<file path="config.mk">
export PLATFORM = sky130hd
export DESIGN_NAME = multiplicador_seq
export DESIGN_NICKNAME = d
export VERILOG_FILES = /design/src/rtl/mult_pkg.sv /design/src/rtl/sumador_n.sv /design/src/rtl/multiplicador_seq.sv
export SDC_FILE = /design/constraint.sdc
export NUM_CORES = 1
export LEC_CHECK = 0
export BUFFER_PORTS_ARGS = -buffer_cell sky130_fd_sc_hd__buf_4
export CORE_ASPECT_RATIO = 1.25
export CORE_MARGIN = 5
export CORE_UTILIZATION = 35
export CTS_CLUSTER_DIAMETER = 120
export DETAILED_ROUTE_END_ITERATION = 12
export PLACE_DENSITY = 0.56
export SLEW_MARGIN = 40
export SYNTH_ARGS = -nofsm -noshare
export SYNTH_HDL_FRONTEND = slang
export SYNTH_SLANG_ARGS = --single-unit
</file>
<file path="constraint.sdc">
create_clock -name clk -period 3.64 [get_ports clk]
set_clock_uncertainty 0.15 [all_clocks]
set_input_delay 0.728 -clock clk [delete_from_list [all_inputs] [get_ports clk]]
set_output_delay 0.728 -clock clk [all_outputs]
set_load 0.005 [all_outputs]
</file>
<file path="src/rtl/mult_pkg.sv">
// Shared definitions for the sequential shift-and-add multiplier.
// Only the controller state encoding lives here; the step counter width
// is derived locally from the operand width.
package mult_pkg;

    // Controller states: wait for a request, iterate, present the result.
    typedef enum logic [1:0] {
        IDLE = 2'd0,
        CALC = 2'd1,
        DONE = 2'd2
    } state_t;

endpackage : mult_pkg

</file>
<file path="src/rtl/sumador_n.sv">
// n-bit ripple-carry adder built from a chain of full adders.
// Carry-in and carry-out are exposed so the adder can be cascaded or,
// as in the multiplier, have its carry-out captured as an extra result bit.
module sumador_n #(
    parameter int n = 4
) (
    input  logic [n-1:0] a,
    input  logic [n-1:0] b,
    input  logic         caIn,
    output logic [n-1:0] s,
    output logic         caOut
);

    // carry[i] is the carry into bit i; carry[n] leaves the adder.
    logic [n:0] carry;

    assign carry[0] = caIn;

    // One full adder per bit, carry rippling from LSB to MSB.
    for (genvar i = 0; i < n; i++) begin : g_fa
        assign s[i]       = a[i] ^ b[i] ^ carry[i];
        assign carry[i+1] = (a[i] & b[i]) | (a[i] & carry[i]) | (b[i] & carry[i]);
    end

    assign caOut = carry[n];

endmodule : sumador_n

</file>
<file path="src/rtl/multiplicador_seq.sv">
// Sequential unsigned multiplier, shift-and-add, one partial product per cycle.
// A request in IDLE latches A and B; n CALC cycles each conditionally add
// the multiplicand into the upper half and shift the {acc, mult} pair right;
// the full 2n-bit result is registered on entry to DONE and held until the
// next result or a reset.
module multiplicador_seq
    import mult_pkg::*;
#(
    parameter int n = 4
) (
    input  logic           clk,
    input  logic           rst,
    input  logic           start,
    input  logic [n-1:0]   A,
    input  logic [n-1:0]   B,
    output logic [2*n-1:0] product,
    output logic           busy,
    output logic           done
);

    localparam int CW = (n > 1) ? $clog2(n) : 1;
    localparam logic [CW-1:0] LAST_STEP = CW'(n - 1);

    state_t        state;
    logic [n-1:0]  mcand;   // latched multiplicand
    logic [n-1:0]  mult;    // multiplier, consumed LSB first; fills with low product bits
    logic [n-1:0]  acc;     // upper half of the running partial product
    logic          cr;      // carry register, shifted out as zero every step
    logic [CW-1:0] cnt;     // index of the current CALC step

    logic [n-1:0]  addend;
    logic [n-1:0]  s;
    logic          c;

    // Add the multiplicand only when the current multiplier bit is set;
    // adding zero with carry-in 0 yields {0, acc} as required.
    assign addend = mult[0] ? mcand : '0;

    sumador_n #(
        .n(n)
    ) u_sumador (
        .a    (acc),
        .b    (addend),
        .caIn (1'b0),
        .s    (s),
        .caOut(c)
    );

    // Status flags come straight from the state register, never from start.
    assign busy = (state == CALC);
    assign done = (state == DONE);

    // Controller and datapath registers, synchronous active-high reset.
    always_ff @(posedge clk) begin
        if (rst) begin
            state   <= IDLE;
            product <= '0;
            mcand   <= '0;
            mult    <= '0;
            acc     <= '0;
            cr      <= 1'b0;
            cnt     <= '0;
        end else begin
            case (state)
                IDLE: begin
                    if (start) begin
                        mcand <= A;
                        mult  <= B;
                        acc   <= '0;
                        cr    <= 1'b0;
                        cnt   <= '0;
                        state <= CALC;
                    end
                end
                CALC: begin
                    // {cr, acc, mult} <= {0, c, s, mult[n-1:1]}
                    cr   <= 1'b0;
                    acc  <= {c, s[n-1:1]};
                    mult <= {s[0], mult[n-1:1]};
                    cnt  <= cnt + CW'(1);
                    if (cnt == LAST_STEP) begin
                        product <= {c, s, mult[n-1:1]};
                        state   <= DONE;
                    end
                end
                DONE: begin
                    state <= IDLE;
                end
                default: begin
                    state <= IDLE;
                end
            endcase
        end
    end

    // The top bit of the shifted pair always receives zero, so cr stays clear.
    cr_stays_zero: assert property (@(posedge clk) cr == 1'b0);

endmodule : multiplicador_seq

</file>
After elaboration in Yosys (flattened, before gate mapping)

Index checks and enable logic that the tools add are counted.

Bits in registers: 24
Input bits: 11
Output and inout port bits: 10
Word-level logic and storage cells: 51

Add/sub/neg operators: 1
Eq/ne operators: 5
Muxes and demuxes: 10
Bitwise logic cells: 23
Reduce and logical (&&, ||, !) cells: 6

Operators with widths:

| kind                                                                  | number |
|---|---|
| 4-bit case mux with 2 select lines                                    | 2 |
| 4-bit two-way mux                                                     | 3 |
| 1-bit AND                                                             | 10 |
| 2-bit case mux with 2 select lines                                    | 2 |
| 2-bit AND reduction                                                   | 4 |
| 1-bit XOR                                                             | 7 |
| 2-bit two-way mux                                                     | 3 |
| 1-bit OR                                                              | 6 |
| 2-bit equality test, second input constant                            | 2 |
| 2-bit by 1-bit adder with 2-bit output, second input constant         | 1 |
| 2-bit by 1-bit equality test with 1-bit output, second input constant | 1 |
| 2-bit logical NOT                                                     | 1 |
| 2-bit by 1-bit != test with 1-bit output, second input constant       | 1 |
| 2-bit != test, second input constant                                  | 1 |
| 2-bit nonzero test                                                    | 1 |

Logic depth before layout (Yosys ltp)

Word-level depth: 12
Gate-level depth with buffers: 10
Depth with buffers taken out: 10

By module

A second synthesis with hierarchy kept.

Cells, all modules: 124
Area total of the unflattened synthesis: 1116.1 um2

Modules (own cells, without submodules):

| module            | times used | cells each | area an instance (um2) | sequential area each (um2) |
|---|---|---|---|---|
| multiplicador_seq | 1          | 110        | 998.5                  | 480.5 |
| sumador_n         | 1          | 14         | 117.6                  | 0.0 |

Worst setup path after synthesis

Ideal clock, no wire load.

Kind: reg-to-reg
Start: register mult[0]
End: register acc[2]
Setup time: 128 ps
Arrival: 1935 ps
Data required time: 3362 ps
Setup slack: 1428 ps
Cell stages (with the launch flop): 11
Buffers on the path: 0
Period minus slack after synthesis: 2212 ps
Path through: dfxtp_1 and2_1 ha_1 inv_1 fa_1 inv_1 fa_1 inv_1 fa_1 a2bb2oi_1 nor2_1

Cells in the longest elaborated chain, start to end: 10
Elaborated cells between the ends (all ways): 15
Classes of those cells: mux: 2; bitwise: 13

RTL lines:

| what                                 | RTL line                | text |
|---|---|---|
| start: declaration                   | multiplicador_seq.sv:26 | `logic [n-1:0] mult;` |
| start signal: assignment             | multiplicador_seq.sv:79 | `mult <= {s[0], mult[n-1:1]};` |
| 4-bit two-way mux *                  | multiplicador_seq.sv:37 | `assign addend = mult[0] ? mcand : '0;` |
| 1-bit AND (2 in series)              | sumador_n.sv:22         | `assign carry[i+1] = (a[i] & b[i]) \| (a[i] & carry[i]) \| (b[i] & carry[i]);` |
| 1-bit OR (2 in series)               | sumador_n.sv:22         |  |
| 1-bit AND                            | sumador_n.sv:22         |  |
| 1-bit OR (2 in series)               | sumador_n.sv:22         |  |
| 1-bit XOR *                          | sumador_n.sv:21         | `assign s[i] = a[i] ^ b[i] ^ carry[i];` |
| 4-bit case mux with 2 select lines * | multiplicador_seq.sv:64 | `case (state)` |
| end signal: assignment               | multiplicador_seq.sv:78 | `acc <= {c, s[n-1:1]};` |
| end: declaration                     | multiplicador_seq.sv:27 | `logic [n-1:0] acc;` |

Every way passes the cells marked *; elsewhere a longest branch is shown, timed or not.
A chain may end at the register's enable or synchronous reset.

Worst setup path in the final report

Start: register state[0]
End: output busy

Cells in the longest elaborated chain, start to end: 1

RTL lines:

| what                                           | RTL line                | text |
|---|---|---|
| start: declaration                             | multiplicador_seq.sv:24 | `state_t state;` |
| start signal: assignment                       | multiplicador_seq.sv:56 | `state <= IDLE;` |
| start signal: assignment                       | multiplicador_seq.sv:72 | `state <= CALC;` |
| start signal: assignment                       | multiplicador_seq.sv:83 | `state <= DONE;` |
| 2-bit by 1-bit equality test with 1-bit output | multiplicador_seq.sv:50 | `assign busy = (state == CALC);` |
| end: declaration                               | multiplicador_seq.sv:17 | `output logic busy,` |

No other way between the ends.

==> results.md <==
- IO Count: 21
- Clk buf depth: 2
- RSZ-0062 raised after global routing: no
- CTS Buf Count: 3
- Largest family of logic cells by synthesized area: compound AO/OA/AOI/OAI gates
- RD Place Congestion: roughly 0.73
- Core Region: approximately 0.003 mm^2
- Initial DRC Count: 18
- Syn Inst Count: 116
- CTS tree: yes
- Syn Nets: approximately 130
- Worst setup EP type: output pin
- Hold path cells: 2
- Total number of vias: around 830
- Mux cell area share after synthesis: 0.03699
- Largest net degree at the start of global routing: 25
- Initial antenna violation count: 0
- Fin crit share: 0.6591
- Dpl cells: 165
- Total Die Area: 0.004311 mm^2
- Port Buffers: 20
- DPL Wire Length: ~1600 um
- Post-CTS resize count: 0
- Final count of pins violating max slew: 0
- Total Routing Usage GR: 0.1072
- Worst-margin pin slew: about 430 ps
- Crit Path Max Fanout: 13
- LEAKAGE: between 0.4 and 0.5 nW
- Post-Synth Simple-Gate Area: 0.1642
- Syn_area_per_cell: ~9.3 um^2
- Vias in the first global route: between 800 and 900
- Yosys warnings: 0
- Compound-cell area share of the yosys netlist: 0.1954
- Clk pin slew, worst setup/hold paths: around 120 ps
- Netlist cell types: 29
- Max Freq: 416.8 MHz
- Layout cells sized above 1: 0.2121
- Clock sink total: 24
- Non-Filler Instances: ~170
- Global-route wire length before repair: between 3000 and 4000 um
- Fillers: roughly 310
- Hold_ws: 314.5 ps
- Wire length per cell: about 12 um
- Via-to-Cell Ratio: about 5.0
- Chip height: between 70 and 80 um
- Worst skew pair latency: about 300 ps
- Syn-to-layout area delta: 15.14%
- Hold Crit Class: flip-flop to flip-flop
- Critical Path RT: around 2800 ps
- FF-to-FF path depth: 10
- Overall power: 0.0004346 W
- Slew Limit Headroom: 0.7135
- Pre-antenna DRT Iters: 4
- #FFs+latches synth: 24
- Clock Root Buffer: clkbuf_4
- Max VDD drop: approximately 0.00019 V
- Post-Synth XOR/XNOR Area: 0
- Critical path type: flip-flop to output pin
- Startpoint types: flip-flop
- DRC violations left: 0
- Final wirelength: approximately 2000 um
- Pwr dens: approximately 350 mW/mm^2
- Final Hold Viols: 0
- Post-synthesis adder-cell area fraction: 0.07861
- Seq/Total Area, Yosys: 0.4439
- Ant diodes: 0
- Max-cap violation count: 0
- Post-Syn Area: around 0.0011 mm^2
- Global route overflow: 0
- Row Count: 22
- Routed Antenna Nets: 0
- Status: finished, final reports clean
- Final worst path period need: 2399 ps
- Post-CTS setup buffers: 0
- Final setup vio count: 0
- H-tree levels: 1
- Die boundary width: 59.74 um
- R2R Setup Slk: roughly 1300 ps
- Hold_buf cts: 0
- Nets: 150
- Initial Util: 0.3675
- CP arrival: about 1500 ps
- Setup TNS: 0 ps
-- metrics by stage --
stage                 util  worst slack [ps]  instance area (um^2)
CTS                 0.4231              1189                  1246
global placement    0.4155              1373                  1224
floorplan                -              1428                  1082
finish              0.4231              1241                  1246
global route        0.4231              1054                  1246
detailed placement  0.4155              1286                  1224
-- cell usage in the layout, fill, tap and decap left out --
cell       instances
dfxtp_1           24
buf_4             20
nand2_1           16
nor2_1            12
a21oi_1           11
inv_1              8
o21ai_0            4
mux2i_1            4
a2bb2oi_1          3
a211oi_1           3
fa_1               3
clkbuf_4           3
and2_1             2
o22a_1             2
o221a_1            2
a22oi_1            2
a211oi_2           2
ha_1               2
nand2b_1           1
inv_2              1
nor2b_1            1
and3b_1            1
nand3b_1           1
nor3b_2            1
nand2b_4           1
o21bai_1           1
nor3_1             1
-- Yosys cell counts --
master / count / area [um^2]
a211oi_1: 3 / 22.52
a211oi_2: 2 / 25.02
a21oi_1: 11 / 55.05
a22oi_1: 2 / 15.01
a2bb2oi_1: 3 / 26.28
and2_1: 2 / 12.51
and3b_1: 1 / 8.760
buf_2: 1 / 5.000
buf_4: 1 / 7.510
buf_6: 3 / 33.78
clkbuf_1: 2 / 7.510
dfxtp_1: 24 / 480.5
fa_1: 3 / 60.06
ha_1: 2 / 25.02
inv_1: 8 / 30.03
inv_2: 1 / 3.750
mux2i_1: 4 / 40.04
nand2_1: 16 / 60.06
nand2b_1: 1 / 6.260
nand2b_4: 1 / 13.76
nand3b_1: 1 / 7.510
nor2_1: 12 / 45.04
nor2b_1: 1 / 6.260
nor3_1: 1 / 5.000
nor3b_2: 1 / 12.51
o21ai_0: 4 / 20.02
o21bai_1: 1 / 7.510
o221a_1: 2 / 22.52
o22a_1: 2 / 17.52
-- sequential cells by signal, indices dropped and copies added, names as in the netlist --
signal	count
product	8
acc	4
mcand	4
mult	4
cnt	2
state	2
-- where the power goes --
part	switching [W]	leakage (nW)	internal (W)	total, W
logic	0.0000215	0.286	0.0000223	0.0000438
registers	0.00000870	0.196	0.000271	0.000280
clock network	0.0000721	0.0138	0.0000386	0.000111
total	0.000102	0.495	0.000332	0.000435
-- metal layers --
layer	up-vias	part of all wire	wire, um	global-route usage
met3	2	0.070	142	0.01779
met4	0	0.0088	18	0.05911
li1	426	-	-	-
met1	376	0.43	872	0.1339
met5	-	0	0	0
met2	28	0.49	1005	0.1719
-- final cells by class --
type | count | area (um^2) | area share
clock buffers | 3 | 22.52 | 0.01807
inverters | 9 | 33.78 | 0.02711
multi-input cells | 76 | 514.2 | 0.4126
flip-flops and latches | 24 | 480.5 | 0.3855
well taps | 36 | 45.04 | 0.03614
repair buffers | 20 | 150.1 | 0.1205
-- worst max-delay path, stage by stage (launching register included) --
cell and delay [ps]:
dfxtp_1 600, nand2b_1 330, inv_2 170, buf_4 120
-- path summary, 6_finish.rpt --
path                endpoint        from
setup / recovery        busy    state[0]
hold / removal    product[2]  product[2]
setup reg to reg      acc[2]     mult[0]
hold reg to reg   product[2]  product[2]
-- cell families after synthesis --
kind of cell | count (synthesis)
mux | 4
simple gates | 37
compound gates | 30
flops | 24
fa+ha+maj | 5
buf+inv | 16
Power figures use the tool's default switching activity.
